==> src/rtl/twiddle_seq.sv <==
// twiddle_seq: streams FFT twiddle factors for k = j*stride mod N.
// The values come from a quarter-wave cosine ROM and go through a two-stage
// pipeline (index register, then lookup/sign register). The consumer applies
// backpressure with tw_ready, and a stall freezes the whole pipeline.
module twiddle_seq #(
  parameter int N    = 24,
  parameter int W    = 18,
  parameter int FRAC = 8,
  localparam int AW  = $clog2(N)
) (
  input  logic                clk,
  input  logic                rst_n,
  input  logic                start,
  input  logic [AW-1:0]       stride,
  input  logic [AW:0]         count,
  input  logic                inverse,
  output logic                tw_valid,
  input  logic                tw_ready,
  output logic signed [W-1:0] tw_re,
  output logic signed [W-1:0] tw_im,
  output logic [AW-1:0]       tw_idx,
  output logic                busy,
  output logic                done
);

  localparam int QN = N / 4;
  localparam int QW = $clog2(QN + 1);
  localparam logic [AW:0]   N_EXT = (AW+1)'(N);
  localparam logic [AW-1:0] Q1_K  = AW'(QN);
  localparam logic [AW-1:0] Q2_K  = AW'(2 * QN);
  localparam logic [AW-1:0] Q3_K  = AW'(3 * QN);
  localparam logic [QW-1:0] QN_Q  = QW'(QN);

  typedef enum logic {IDLE = 1'b0, RUN = 1'b1} state_t;

  state_t                state_reg, state_next;
  logic                  done_reg, done_next;
  logic [AW-1:0]         stride_reg;
  logic                  inv_reg;
  logic [AW-1:0]         acc_reg, acc_next;
  logic [AW:0]           sum_ext;
  logic [AW:0]           issue_left_reg, hs_left_reg;
  logic                  s1_valid_reg;
  logic [AW-1:0]         s1_k_reg;
  logic                  tw_valid_reg;
  logic signed [W-1:0]   tw_re_reg, tw_im_reg;
  logic [AW-1:0]         tw_idx_reg;
  logic                  accept, zero_start, hs, last_hs, en;
  logic [1:0]            quad;
  logic [AW-1:0]         r_k;
  logic [QW-1:0]         r_q, rr_q, cos_addr, sin_addr;
  logic                  cos_neg, im_neg;
  logic signed [W-1:0]   qtab [0:QN];

  // Evaluate round(2^FRAC * cos(2*pi*r/N)) at elaboration using a Taylor series.
  // The argument never exceeds pi/2, so 16 terms reach full double precision.
  // The result is never negative, so truncating after adding 0.5 rounds correctly.
  function automatic logic signed [W-1:0] qcos(input int r);
    real x, term, sum;
    int  v;
    x    = 2.0 * 3.14159265358979323846 * real'(r) / real'(N);
    term = 1.0;
    sum  = 1.0;
    for (int i = 1; i <= 16; i++) begin
      term = -term * x * x / real'((2 * i - 1) * (2 * i));
      sum  = sum + term;
    end
    v = $rtoi(sum * real'(1 << FRAC) + 0.5);
    return W'(v);
  endfunction

  // Constant quarter-wave cosine table. Entries 0 and N/4 give the exact quadrant points.
  generate
    for (genvar gi = 0; gi <= QN; gi++) begin : g_qrom
      assign qtab[gi] = qcos(gi);
    end
  endgenerate

  // State register and done pulse
  always_ff @(posedge clk or negedge rst_n) begin
    if (!rst_n) begin
      state_reg <= IDLE;
      done_reg  <= 1'b0;
    end else begin
      state_reg <= state_next;
      done_reg  <= done_next;
    end
  end

  // Next-state and control decode
  always_comb begin
    accept     = (state_reg == IDLE) && start && (count != '0);
    zero_start = (state_reg == IDLE) && start && (count == '0);
    hs         = tw_valid_reg && tw_ready;
    en         = !tw_valid_reg || tw_ready;
    last_hs    = (state_reg == RUN) && hs && (hs_left_reg == (AW+1)'(1));
    done_next  = zero_start || last_hs;
    state_next = state_reg;
    case (state_reg)
      IDLE:    if (accept)  state_next = RUN;
      RUN:     if (last_hs) state_next = IDLE;
      default: state_next = IDLE;
    endcase
  end

  // Output decode
  always_comb begin
    busy     = (state_reg == RUN);
    done     = done_reg;
    tw_valid = tw_valid_reg;
    tw_re    = tw_re_reg;
    tw_im    = tw_im_reg;
    tw_idx   = tw_idx_reg;
  end

  // Angle accumulator: add stride and wrap modulo N with a single subtract
  always_comb begin
    sum_ext  = {1'b0, acc_reg} + {1'b0, stride_reg};
    acc_next = (sum_ext >= N_EXT) ? AW'(sum_ext - N_EXT) : AW'(sum_ext);
  end

  // Quadrant split and folding of the index into the quarter-wave table
  always_comb begin
    quad = 2'd0;
    r_k  = s1_k_reg;
    if (s1_k_reg >= Q3_K) begin
      quad = 2'd3;
      r_k  = s1_k_reg - Q3_K;
    end else if (s1_k_reg >= Q2_K) begin
      quad = 2'd2;
      r_k  = s1_k_reg - Q2_K;
    end else if (s1_k_reg >= Q1_K) begin
      quad = 2'd1;
      r_k  = s1_k_reg - Q1_K;
    end
    r_q      = QW'(r_k);
    rr_q     = QN_Q - r_q;
    cos_addr = quad[0] ? rr_q : r_q;
    sin_addr = quad[0] ? r_q : rr_q;
    cos_neg  = quad[0] ^ quad[1];
    // sin is negative in q2/q3; the forward twiddle uses -sin, so flip unless inverse
    im_neg   = quad[1] ^ ~inv_reg;
  end

  // Capture on start, then the index stage with its issue and handshake counters
  always_ff @(posedge clk or negedge rst_n) begin
    if (!rst_n) begin
      stride_reg     <= '0;
      inv_reg        <= 1'b0;
      acc_reg        <= '0;
      issue_left_reg <= '0;
      hs_left_reg    <= '0;
      s1_valid_reg   <= 1'b0;
      s1_k_reg       <= '0;
    end else if (accept) begin
      stride_reg     <= stride;
      inv_reg        <= inverse;
      acc_reg        <= '0;
      issue_left_reg <= count;
      hs_left_reg    <= count;
    end else begin
      if (hs) hs_left_reg <= hs_left_reg - (AW+1)'(1);
      if (en) begin
        if (issue_left_reg != '0) begin
          s1_valid_reg   <= 1'b1;
          s1_k_reg       <= acc_reg;
          acc_reg        <= acc_next;
          issue_left_reg <= issue_left_reg - (AW+1)'(1);
        end else begin
          s1_valid_reg   <= 1'b0;
        end
      end
    end
  end

  // Lookup/sign stage: registered ROM read that drives the outputs directly
  always_ff @(posedge clk or negedge rst_n) begin
    if (!rst_n) begin
      tw_valid_reg <= 1'b0;
      tw_re_reg    <= '0;
      tw_im_reg    <= '0;
      tw_idx_reg   <= '0;
    end else if (en) begin
      tw_valid_reg <= s1_valid_reg;
      if (s1_valid_reg) begin
        tw_re_reg  <= cos_neg ? -qtab[cos_addr] : qtab[cos_addr];
        tw_im_reg  <= im_neg  ? -qtab[sin_addr] : qtab[sin_addr];
        tw_idx_reg <= s1_k_reg;
      end
    end
  end

endmodule

==> config.mk <==
export PLATFORM = sky130hd
export DESIGN_NAME = twiddle_seq
export DESIGN_NICKNAME = d
export VERILOG_FILES = /design/src/rtl/twiddle_seq.sv
export SDC_FILE = /design/constraint.sdc
export NUM_CORES = 1
export LEC_CHECK = 0
export ABC_AREA = 1
export BUFFER_PORTS_ARGS = -buffer_cell sky130_fd_sc_hd__buf_2
export CORE_MARGIN = 1.5
export CORE_UTILIZATION = 52
export DETAILED_ROUTE_END_ITERATION = 8
export HOLD_SLACK_MARGIN = 0.15
export PLACE_DENSITY = 0.75
export SLEW_MARGIN = 20
export SYNTH_ARGS = -nofsm -noshare
export SYNTH_HDL_FRONTEND = slang
export SYNTH_SLANG_ARGS = --single-unit
export TNS_END_PERCENT = 20
==> constraint.sdc <==
create_clock -name clk -period 2.7 [get_ports clk]
set_clock_uncertainty 0.1 [all_clocks]
set_input_delay 0.27 -clock clk [delete_from_list [all_inputs] [get_ports clk]]
set_output_delay 0.27 -clock clk [all_outputs]
set_load 0.005 [all_outputs]
==> flow_summary.json <==
{
  "status": "finished, final reports clean",
  "via_per_inst": 5.04,
  "hold_viol": 0,
  "rows": 31,
  "crit_buf_inv": 4,
  "p_per_area_mw_per_mm2": 1580,
  "crit_slowest_cell": "dfrtp_2",
  "gr-usage-all-layers": 0.221,
  "cts_tree": "built",
  "final_cell_area_mm2": 0.00492,
  "p_sw_mw": 3.58,
  "yosysWarnings": 0,
  "seqPwrFrac": 0.241,
  "root_buffer": "clkbuf_8",
  "finalCriticalPeriod_ns": 2.68,
  "diodes": 0,
  "yosysSeqAreaShare": 0.454,
  "final_layout_size_suffix_gt1_frac": 0.274,
  "relSlewSlack": 0.435,
  "final_nets": 599,
  "worstMarginPinSlew_ns": 0.845,
  "fin_hold_ws_ns": 0.339,
  "final_common_cell": "nand2_1",
  "wirelength_um": 8320,
  "synth_area_mm2": 0.00392,
  "io_pins": 60,
  "cp_common_cell": "nand2_2",
  "area_delta_synth_final_pct": 25.7,
  "grt_pass1_wl_um": 14500,
  "fin_cells": 671,
  "tns_ns": 0,
  "r2r-end": "tw_im[8]$_DFFE_PN0P_",
  "max-cap-violations": 0,
  "ir_drop_mv": 0.618,
  "synth_edf_count": 0,
  "crit_arrival_ns": 2.82,
  "final_cell_mix": "149 x nand2_1, 70 x dfrtp_1, 59 x buf_2",
  "crit_path_end_kind": "register",
  "syn_nets": 497,
  "p_leak_nw": 2.63,
  "synthCells": 465,
  "overflow": 0,
  "clkSinkCount": 71,
  "grt_setup_unrepaired": "true",
  "endpoint": "tw_im[8]$_DFFE_PN0P_",
  "r2r_cells": 22,
  "port_buffers": 59,
  "clk_latency_ns": 0.35,
  "syn_avg_cell_area_um2": 8.42,
  "critPathRequiredTime_ns": 2.83,
  "cts.htree.levels": 3,
  "place_ws_ns": -0.0493,
  "cpPeakStageDelay_ns": 0.43,
  "synth.distinct_cells": 43,
  "path_cells": "inv_2 > ha_1 > inv_1 > nor2_1 > nand2_1 > nand2_2 > nand2_8 > inv_8 > nand2_4 > nand2_4 > ha_4 > inv_2 > nand3_4 > nand3_4 > nand2_2 > nand2_2 > nand2_2 > nand2_1 > nor2_1 > ha_1 > o21ai_1 > nand2_1",
  "startpoint": "s1_k_reg[1]$_DFFE_PN0P_",
  "ys_seq_elements": 71,
  "dp.cells": 633,
  "critPathMaxFanout": 5,
  "internal_power_mw": 4.19,
  "die_x_um": 89.8,
  "clock_path_buffers": 2,
  "hold_path.class": "input pin to asynchronous set/reset pin",
  "dieArea_mm2": 0.00806,
  "routedWlPerCell_um": 12.4,
  "postLayoutCoreUtil": 0.679,
  "switching_share": 0.461,
  "crit_family": "simple AND/OR/NAND/NOR gates",
  "cts_buffers": 9,
  "combPwrFrac": 0.636,
  "drc": 0,
  "fp.coreArea_mm2": 0.00725,
  "max_freq_ghz": 0.373,
  "startpoint_type": "register",
  "drtIter0Drc": 155,
  "placement.cell_area_mm2": 0.00446,
  "finalCritPeriodShare": 0.994,
  "yosys_most_used_dff": "dfrtp_1",
  "dr.pass1.iters": 4,
  "initial_core_util": 0.540,
  "timing.rr.start": "s1_k_reg[1]$_DFFE_PN0P_",
  "path_class": "register to register",
  "clkTransAtPathRegs_ns": 0.08,
  "slew_violations": 0,
  "ant_nets": 0,
  "worst_slack_ns": 0.0173,
  "setup_viol": 0,
  "async_flop_share": 1.00,
  "place_hpwl_um": 6040,
  "path_depth": 22,
  "grt_pass1_vias": 3251,
  "rrSetupSlack_ns": 0.02,
  "antenna_found_initial": 0,
  "die_y_um": 89.8,
  "place_congestion": 0.882,
  "grt_start_max_net_pins": 53,
  "clkPwrFrac": 0.123,
  "finalPower_mw": 7.77,
  "vias": 3384
}
## power groups by stage
stage / clock network [mW] / logic (mW) / registers [mW]
after global placement: 0 / 4.48 / 1.87
after global routing: 1.02 / 5.56 / 1.94
after floorplan: 0 / 3.36 / 1.90
after detailed placement: 0 / 4.64 / 1.89
after CTS: 0.980 / 4.74 / 1.87
final: 0.956 / 4.94 / 1.87
## worst min-delay path by stage
stage                                    endpoint  cells past startpoint
finish              issue_left_reg[2]$_DFFE_PN0P_                      2
global route                 tw_re[9]$_DFFE_PN0P_                      2
CTS                          tw_re[9]$_DFFE_PN0P_                      2
detailed placement           tw_re[9]$_DFFE_PN0P_                      1
global placement             tw_re[9]$_DFFE_PN0P_                      1
floorplan                  acc_reg[0]$_DFFE_PN0P_                      0
## layout make-up
class                           instances  area [µm²]
Fill cell                             620        2330
Clock buffer                           13         159
Clock inverter                          3        65.1
Inverter                               47         184
Sequential cell                        71        1780
Multi-Input combinational cell        335        1950
Timing Repair Buffer                  103         666
Tap cell                               99         124
## logic make-up (layout without fill, tap and decap cells)
| family | count (synthesis) | after routing | share of synthesized area |
|---|---|---|---|
| fa+ha+maj | 16 | 16 | 0.0530 |
| buf+inv | 59 | 166 | 0.0620 |
| xor+xnor | 10 | 10 | 0.0243 |
| simple gates | 257 | 257 | 0.319 |
| compound gates | 52 | 52 | 0.0885 |
| flops | 71 | 71 | 0.454 |
## synthesized netlist by cell type, types with 6 or more instances
master | n | area, µm²
nand2_1 | 152 | 571
nand2_2 | 10 | 62.6
nand3_1 | 41 | 205
clkbuf_1 | 7 | 26.3
nand2_4 | 6 | 67.6
ha_1 | 15 | 188
inv_1 | 40 | 150
o21ai_0 | 21 | 105
nand3_2 | 8 | 80.1
dfrtp_1 | 71 | 1780
nor2_1 | 23 | 86.3
## layer usage
layer  GRT usage  vias up  part of all wire
li1            -     1713                 -
met4      0.0926        0             0.021
met2       0.385       63              0.52
met5           0        -                 0
met3      0.0474       14             0.032
met1       0.264     1594              0.43
## timing repair
action,4_1_cts,5_1_grt
buffers inserted,2,4
hold endpoints to repair,42,0
pin swaps,6,18
setup endpoints to repair,2,8
gates resized for setup,3,7
hold buffers,16,0
Power figures use the tool's default switching activity.
